$ cat src/rtl/sha_msg_sched_stream.sv
// SHA-256 message schedule generator: loads M_0..M_15 over a valid/ready stream, then emits
// W_0..W_(ROUNDS-1) in beats of LANE_W words from a sliding 16-word window.
module sha_msg_sched_stream #(
    parameter int unsigned LANE_W = 1,
    parameter int unsigned ROUNDS = 64
) (
    input  logic                  clk,
    input  logic                  reset_n,
    input  logic                  flush,
    input  logic                  m_valid,
    input  logic [31:0]           m_data,
    output logic                  m_ready,
    output logic                  w_valid,
    output logic [32*LANE_W-1:0]  w_data,
    output logic [5:0]            w_index,
    output logic                  w_last,
    input  logic                  w_ready,
    output logic                  busy
);

    typedef enum logic [1:0] {StIdle, StLoad, StEmit} state_e;

    state_e                  state_q, state_d;
    logic [5:0]              load_cnt_q, load_cnt_d;
    logic [5:0]              idx_q, idx_d;
    logic [15:0][31:0]       win_q, win_d;
    logic [LANE_W-1:0][31:0] nw_words;

    function automatic logic [31:0] sig0(input logic [31:0] x);
        return {x[6:0], x[31:7]} ^ {x[17:0], x[31:18]} ^ (x >> 3);
    endfunction

    function automatic logic [31:0] sig1(input logic [31:0] x);
        return {x[16:0], x[31:17]} ^ {x[18:0], x[31:19]} ^ (x >> 10);
    endfunction

    // Window holds W_t..W_t+15 with the oldest at index 0; the words that follow it are
    // computed in order so later lanes can use earlier lanes of the same beat as operands.
    function automatic logic [LANE_W-1:0][31:0] next_words(input logic [15:0][31:0] win);
        logic [15+LANE_W:0][31:0] ext;
        ext = '0;
        ext[15:0] = win;
        for (int j = 16; j < 16 + int'(LANE_W); j++) begin
            ext[j] = sig1(ext[j-2]) + ext[j-7] + sig0(ext[j-15]) + ext[j-16];
        end
        return ext[15+LANE_W:16];
    endfunction

    assign nw_words = next_words(win_q);

    always_comb begin
        w_valid = (state_q == StEmit);
        busy    = (state_q != StIdle);
        m_ready = reset_n && (state_q != StEmit);
        w_index = idx_q;
        w_data  = w_valid ? win_q[LANE_W-1:0] : '0;
        w_last  = w_valid && (({1'b0, idx_q} + 7'(LANE_W)) == 7'(ROUNDS));
    end

    always_comb begin
        state_d    = state_q;
        load_cnt_d = load_cnt_q;
        idx_d      = idx_q;
        win_d      = win_q;
        if (flush) begin
            state_d    = StIdle;
            load_cnt_d = '0;
            idx_d      = '0;
        end else begin
            unique case (state_q)
                StIdle, StLoad: begin
                    if (m_valid) begin
                        win_d = {m_data, win_q[15:1]};
                        if (load_cnt_q == 6'd15) begin
                            load_cnt_d = '0;
                            idx_d      = '0;
                            state_d    = StEmit;
                        end else begin
                            load_cnt_d = load_cnt_q + 6'd1;
                            state_d    = StLoad;
                        end
                    end
                end
                StEmit: begin
                    if (w_ready) begin
                        win_d = {nw_words, win_q[15:LANE_W]};
                        if (w_last) begin
                            idx_d   = '0;
                            state_d = StIdle;
                        end else begin
                            idx_d = idx_q + 6'(LANE_W);
                        end
                    end
                end
                default: begin
                    state_d    = StIdle;
                    load_cnt_d = '0;
                    idx_d      = '0;
                end
            endcase
        end
    end

    always_ff @(posedge clk or negedge reset_n) begin
        if (!reset_n) begin
            state_q    <= StIdle;
            load_cnt_q <= '0;
            idx_q      <= '0;
            win_q      <= '0;
        end else begin
            state_q    <= state_d;
            load_cnt_q <= load_cnt_d;
            idx_q      <= idx_d;
            win_q      <= win_d;
        end
    end

endmodule

$ cat config.mk
export PLATFORM = sky130hd
export DESIGN_NAME = sha_msg_sched_stream
export DESIGN_NICKNAME = d
export VERILOG_FILES = /design/src/rtl/sha_msg_sched_stream.sv
export SDC_FILE = /design/constraint.sdc
export NUM_CORES = 1
export LEC_CHECK = 0
export BUFFER_PORTS_ARGS = -buffer_cell sky130_fd_sc_hd__buf_4
export CAP_MARGIN = 40
export CORE_ASPECT_RATIO = 1.4
export CORE_MARGIN = 3
export CORE_UTILIZATION = 46
export DETAILED_ROUTE_END_ITERATION = 8
export PLACE_DENSITY_LB_ADDON = 0.3
export SYNTH_ARGS = -nofsm -noshare
export SYNTH_HDL_FRONTEND = slang
export SYNTH_SLANG_ARGS = --single-unit
$ cat constraint.sdc
create_clock -name clk -period 10.4 [get_ports clk]
set_input_delay 0.52 -clock clk [delete_from_list [all_inputs] [get_ports clk]]
set_output_delay 0.52 -clock clk [all_outputs]
set_load 0.05 [all_outputs]
Word level (Yosys, flattened, before mapping)
Index checks and enable logic that the tools add are counted.
{"block": "totals", "word_cells": 72, "output_inout_bits": 42, "inputBits": 37, "reg_bits": 526}
{"block": "classes", "n_reduce_logical": 10, "eq_ne": 12, "bitwise_logic": 5, "mux": 20, "n_addsub": 6}
{"op": "$mux W512", "n": 2}
{"op": "$pmux W512 S2", "n": 1}
{"op": "$add A32 B32 Y32", "n": 3}
{"op": "$xor A32 B32 Y32", "n": 2}
{"op": "$mux W6", "n": 8}
{"op": "$mux W32", "n": 1}
{"op": "$xor A32 B22 Y32", "n": 1}
{"op": "$xor A32 B29 Y32", "n": 1}
{"op": "$pmux W6 S2", "n": 2}
{"op": "$add A6 B1 Y6 const B", "n": 2}
{"op": "$mux W2", "n": 5}
{"op": "$add A6 B1 Y7 const B", "n": 1}
{"op": "$eq A7 B7 Y1 const B", "n": 1}
{"op": "$eq A6 B4 Y1 const B", "n": 1}
{"op": "$ne A2 B2 Y1 const B", "n": 3}
{"op": "$ne A3 B2 Y1 const B", "n": 2}
{"op": "$ne A3 B3 Y1 const B", "n": 2}
{"op": "$reduce_and A3 Y1", "n": 2}
{"op": "$pmux W2 S2", "n": 1}
{"op": "$reduce_and A4 Y1", "n": 1}
{"op": "$reduce_bool A2 Y1", "n": 2}
{"op": "$eq A2 B1 Y1 const B", "n": 1}
{"op": "$eq A2 B2 Y1 const B", "n": 1}
{"op": "$logic_and A1 B1 Y1", "n": 2}
{"op": "other kinds (5)", "n": 5}

Longest topological paths before layout
{"block": "logic_depth", "word_depth": 7, "depth_mapped": 19}

Worst setup path after synthesis
No wires, ideal clock.
{"block": "synth_timing", "kind": "register -> register", "from": "reg win_q[466] (netlist name)", "to": "reg win_q[507] (netlist name)", "t_arrival_ns": 4.061, "path_stages_with_launch": 19, "path_slack_ns": 6.211, "period_less_slack_ns": 4.189, "required_ns": 10.272, "cell_sequence": "dfrtp_1 clkbuf_1 xor2_1 xnor2_1 fa_1 fa_1 inv_1 ha_1 inv_1 fa_1 nor2b_4 o31a_1 or3_4 a21oi_4 o311a_2 nor3_1 or4b_1 o2111ai_1 a21oi_1"}
{"block": "synth_between", "elab_chain_cells": 7}
{"element": "start: declaration", "line_no": "26", "text": "logic [15:0][31:0] win_q, win_d;"}
{"element": "start signal: assignment", "line_no": "114", "text": "win_q <= win_d;"}
{"element": "$xor A32 B32 Y32", "line_no": "34", "text": "return {x[16:0], x[31:17]} ^ {x[18:0], x[31:19]} ^ (x >> 10);"}
{"element": "$xor A32 B22 Y32 (*)", "line_no": "34"}
{"element": "$add A32 B32 Y32 (*) (3 in a row)", "line_no": "44", "text": "ext[j] = sig1(ext[j-2]) + ext[j-7] + sig0(ext[j-15]) + ext[j-16];"}
{"element": "$mux W512 (*)", "line_no": "85", "text": "if (w_ready) begin"}
{"element": "$pmux W512 S2 (*)", "line_no": "70", "text": "unique case (state_q)"}
Every way passes the cells marked *; elsewhere a longest branch is shown, timed or not. The select of a mux whose other input is x is not followed.
A chain may end at the register's enable or synchronous reset.

Worst setup path in the final report
{"block": "layout_timing", "from": "reg win_q[469] (netlist name)", "to": "reg win_q[508] (netlist name)"}
The elaborated chain is that of the path after synthesis.

==> reports/results.tsv <==
metric	value	unit
initial antenna violation count	0	
Die Y	279	um
Syn Nets	2946	
predominant post-synthesis flop cell	dfrtp_1	
clock buffer depth	3	
minimum clock period	4710	ps
crit end category	register	
Total GRT Usage	0.231	
Rows	99	
Mapped Area	24500	um^2
vias in the first global route	17800	
Die Wd	201	um
max-cap viol count	0	
core area	52400	um^2
Post-Synthesis Cells	2813	
Crit path required time	10890	ps
first-pass GRT wire length	102000	um
worst-skew pair later-pin latency	610	ps
PortBufs	78	
initial core utilization	0.467	
Worst-Margin Slew	1290	ps
HPWL Detailed	45500	um
EDFF count, synth	0	
Max Clk Rate	0.213	GHz
Iter 0 DRT Violations	1187	
layout cells sized above 1	0.0652	
Root Buffer	clkbuf_16	
unrepaired setup endpoints after global routing	false	
Routed WL per cell	18.2	um
most frequent cells in the layout	nand2_1 (1325), dfrtp_1 (526), o21ai_0 (130), inv_1 (129), buf_4 (85)	
Area growth syn-to-layout	11.5	%
Top-Level Pins	79	
Setup CP Type	reg2reg	
setup ws final	5690	ps
Setup WS pre-CTS	5720	ps
Placer Congestion	0.933	
Congestion Overflow GR	0	
leading cell type in the layout, fill and taps excluded	nand2_1	
Peak VDD IR	0.224	mV
Clock transition at path regs	70	ps
Leak	0.0144	uW
Hold Path Class	in2reg	
largest net degree at the start of global routing	272	
die area	56000	um^2
antenna viol nets, final	0	
Sink Count	526	
H-Tree Depth	2	
Post-synth ARST share	1.00	
Seq/Total Area, Yosys	0.538	
Post-Route WL	64300	um
Final setup viols	0	
DRC	0	
data arrival time of the worst path	5200	ps
CTS Buf Count	51	
Layout Skew	26.2	ps
NumNets Final	2919	
fin crit share	0.452	
via/cell ratio	5.06	
power density over the cells	290	nW/um^2
drt first pass iters	5	
CTS tree	yes	
Syn. warnings	0	
Vias	17900	
number of diodes	0	
syn_area_per_cell	8.70	um^2
Synth cell types	52	
Max-Slew Margin vs Limit	0.138	
status	finished clean	
#FFs+latches synth	526	
setup TNS	0	ps
Critical Path Start Type	register	
crit-path max FO	5	
Max Slew Vio Count	0	
final number of hold-violating endpoints	0	
per-stage QoR:
stage | total power (uW) | util | instances | instance area [um^2] | hold WS [ps]
after floorplan | 4960 | - | 2813 | 24500 | 224
after global placement | 6010 | 0.486 | 3436 | 25500 | 447
after detailed placement | 6010 | 0.487 | 3439 | 25500 | 447
after CTS | 7990 | 0.521 | 3529 | 27300 | 130
after global routing | 8460 | 0.521 | 3529 | 27300 | 147
final | 7920 | 0.521 | 3529 | 27300 | 166
registers in the layout, summed over array words and instances, names as in the netlist:
register	flops
load_cnt_q	6
w_index	6
win_q	512
state_q	2
cells by family after synthesis:
kind of cell,count (synthesis),synth area share
and+or+nand+nor,1479,0.234
DFF,526,0.538
buffers and inverters,304,0.0468
AOI/OAI and AO/OA,261,0.0601
xor gates and xnor gates,141,0.0505
adders and majority gates,96,0.0681
muxes,6,0.00251
where the power goes:
part,internal [uW],switching [uW]
clock,1120,804
combinational,1210,2050
sequential,2430,310
critical path: stages (launching register included):
cell	delay (ps)
dfrtp_1	460
xor2_1	200
xnor2_1	320
fa_1	500
fa_1	620
inv_1	60
ha_1	300
a211oi_1	330
nor2_1	120
nand3_1	150
a21boi_1	120
o41ai_2	650
o21ai_1	210
a31oi_1	240
mux2i_1	210
nand3_1	90
cell type report:
type,count,area (um^2)
Tap cell,707,885
Sequential cell,526,13200
Inverter,130,488
Timing Repair Buffer,94,818
Clock inverter,20,303
Clock buffer,69,1430
Fill cell,4849,25100
Multi-Input combinational cell,1983,10200
Yosys cell counts, types with 2 or more instances:
cell type | instances | area share
a211oi_1 | 4 | 0.0012
mux2i_1 | 5 | 0.0020
a41oi_1 | 2 | 0.00072
buf_1 | 2 | 0.00031
o21ai_0 | 130 | 0.027
and3_1 | 9 | 0.0023
nand2b_1 | 6 | 0.0015
nor2b_1 | 3 | 0.00077
o21bai_1 | 5 | 0.0015
o31a_1 | 2 | 0.00072
a21o_1 | 15 | 0.0046
o31ai_1 | 4 | 0.0012
ha_1 | 34 | 0.017
o211ai_1 | 2 | 0.00061
and2_1 | 7 | 0.0018
o2111ai_1 | 2 | 0.00072
clkbuf_1 | 170 | 0.026
nor2_1 | 74 | 0.011
fa_1 | 62 | 0.051
nand2_1 | 1325 | 0.20
nand4_1 | 7 | 0.0018
inv_1 | 129 | 0.020
a31oi_1 | 11 | 0.0028
o21ai_1 | 9 | 0.0018
nor3_1 | 19 | 0.0039
dfrtp_1 | 526 | 0.54
xor2_1 | 57 | 0.020
xnor2_1 | 84 | 0.030
o21a_1 | 4 | 0.0012
a21oi_1 | 63 | 0.013
nand3_1 | 20 | 0.0041
repair_timing:
| item | CTS | global route |
|---|---|---|
| hold endpoints to repair | 23 | 0 |
| buffers inserted | 0 | 0 |
| gates resized for setup | 0 | 0 |
| hold buffers | 1 | 0 |
final timing paths:
path / startpoint / to / slack (ps) / cells past startpoint
worst max-delay path: win_q[469] / win_q[508] / 5690 / 15
worst min-delay path: m_valid / state_q[0] / 170 / 2
worst max register to register: win_q[469] / win_q[508] / 5690 / 15
worst min register to register: win_q[206] / win_q[174] / 460 / 2
max in group asynchronous: reset_n / win_q[459] / 8080 / 4
min in group asynchronous: reset_n / win_q[158] / 580 / 2
per-layer routing:
metal / share of wire / vias to the layer above / global-route usage / routed length, um
li1: - / 8578 / - / -
met1: 0.44 / 8808 / 0.317 / 28400
met2: 0.48 / 352 / 0.377 / 30600
met3: 0.037 / 129 / 0.0271 / 2380
met4: 0.046 / 0 / 0.0961 / 2950
met5: 0 / - / 0 / 0
(Power assumes the default switching activity.)
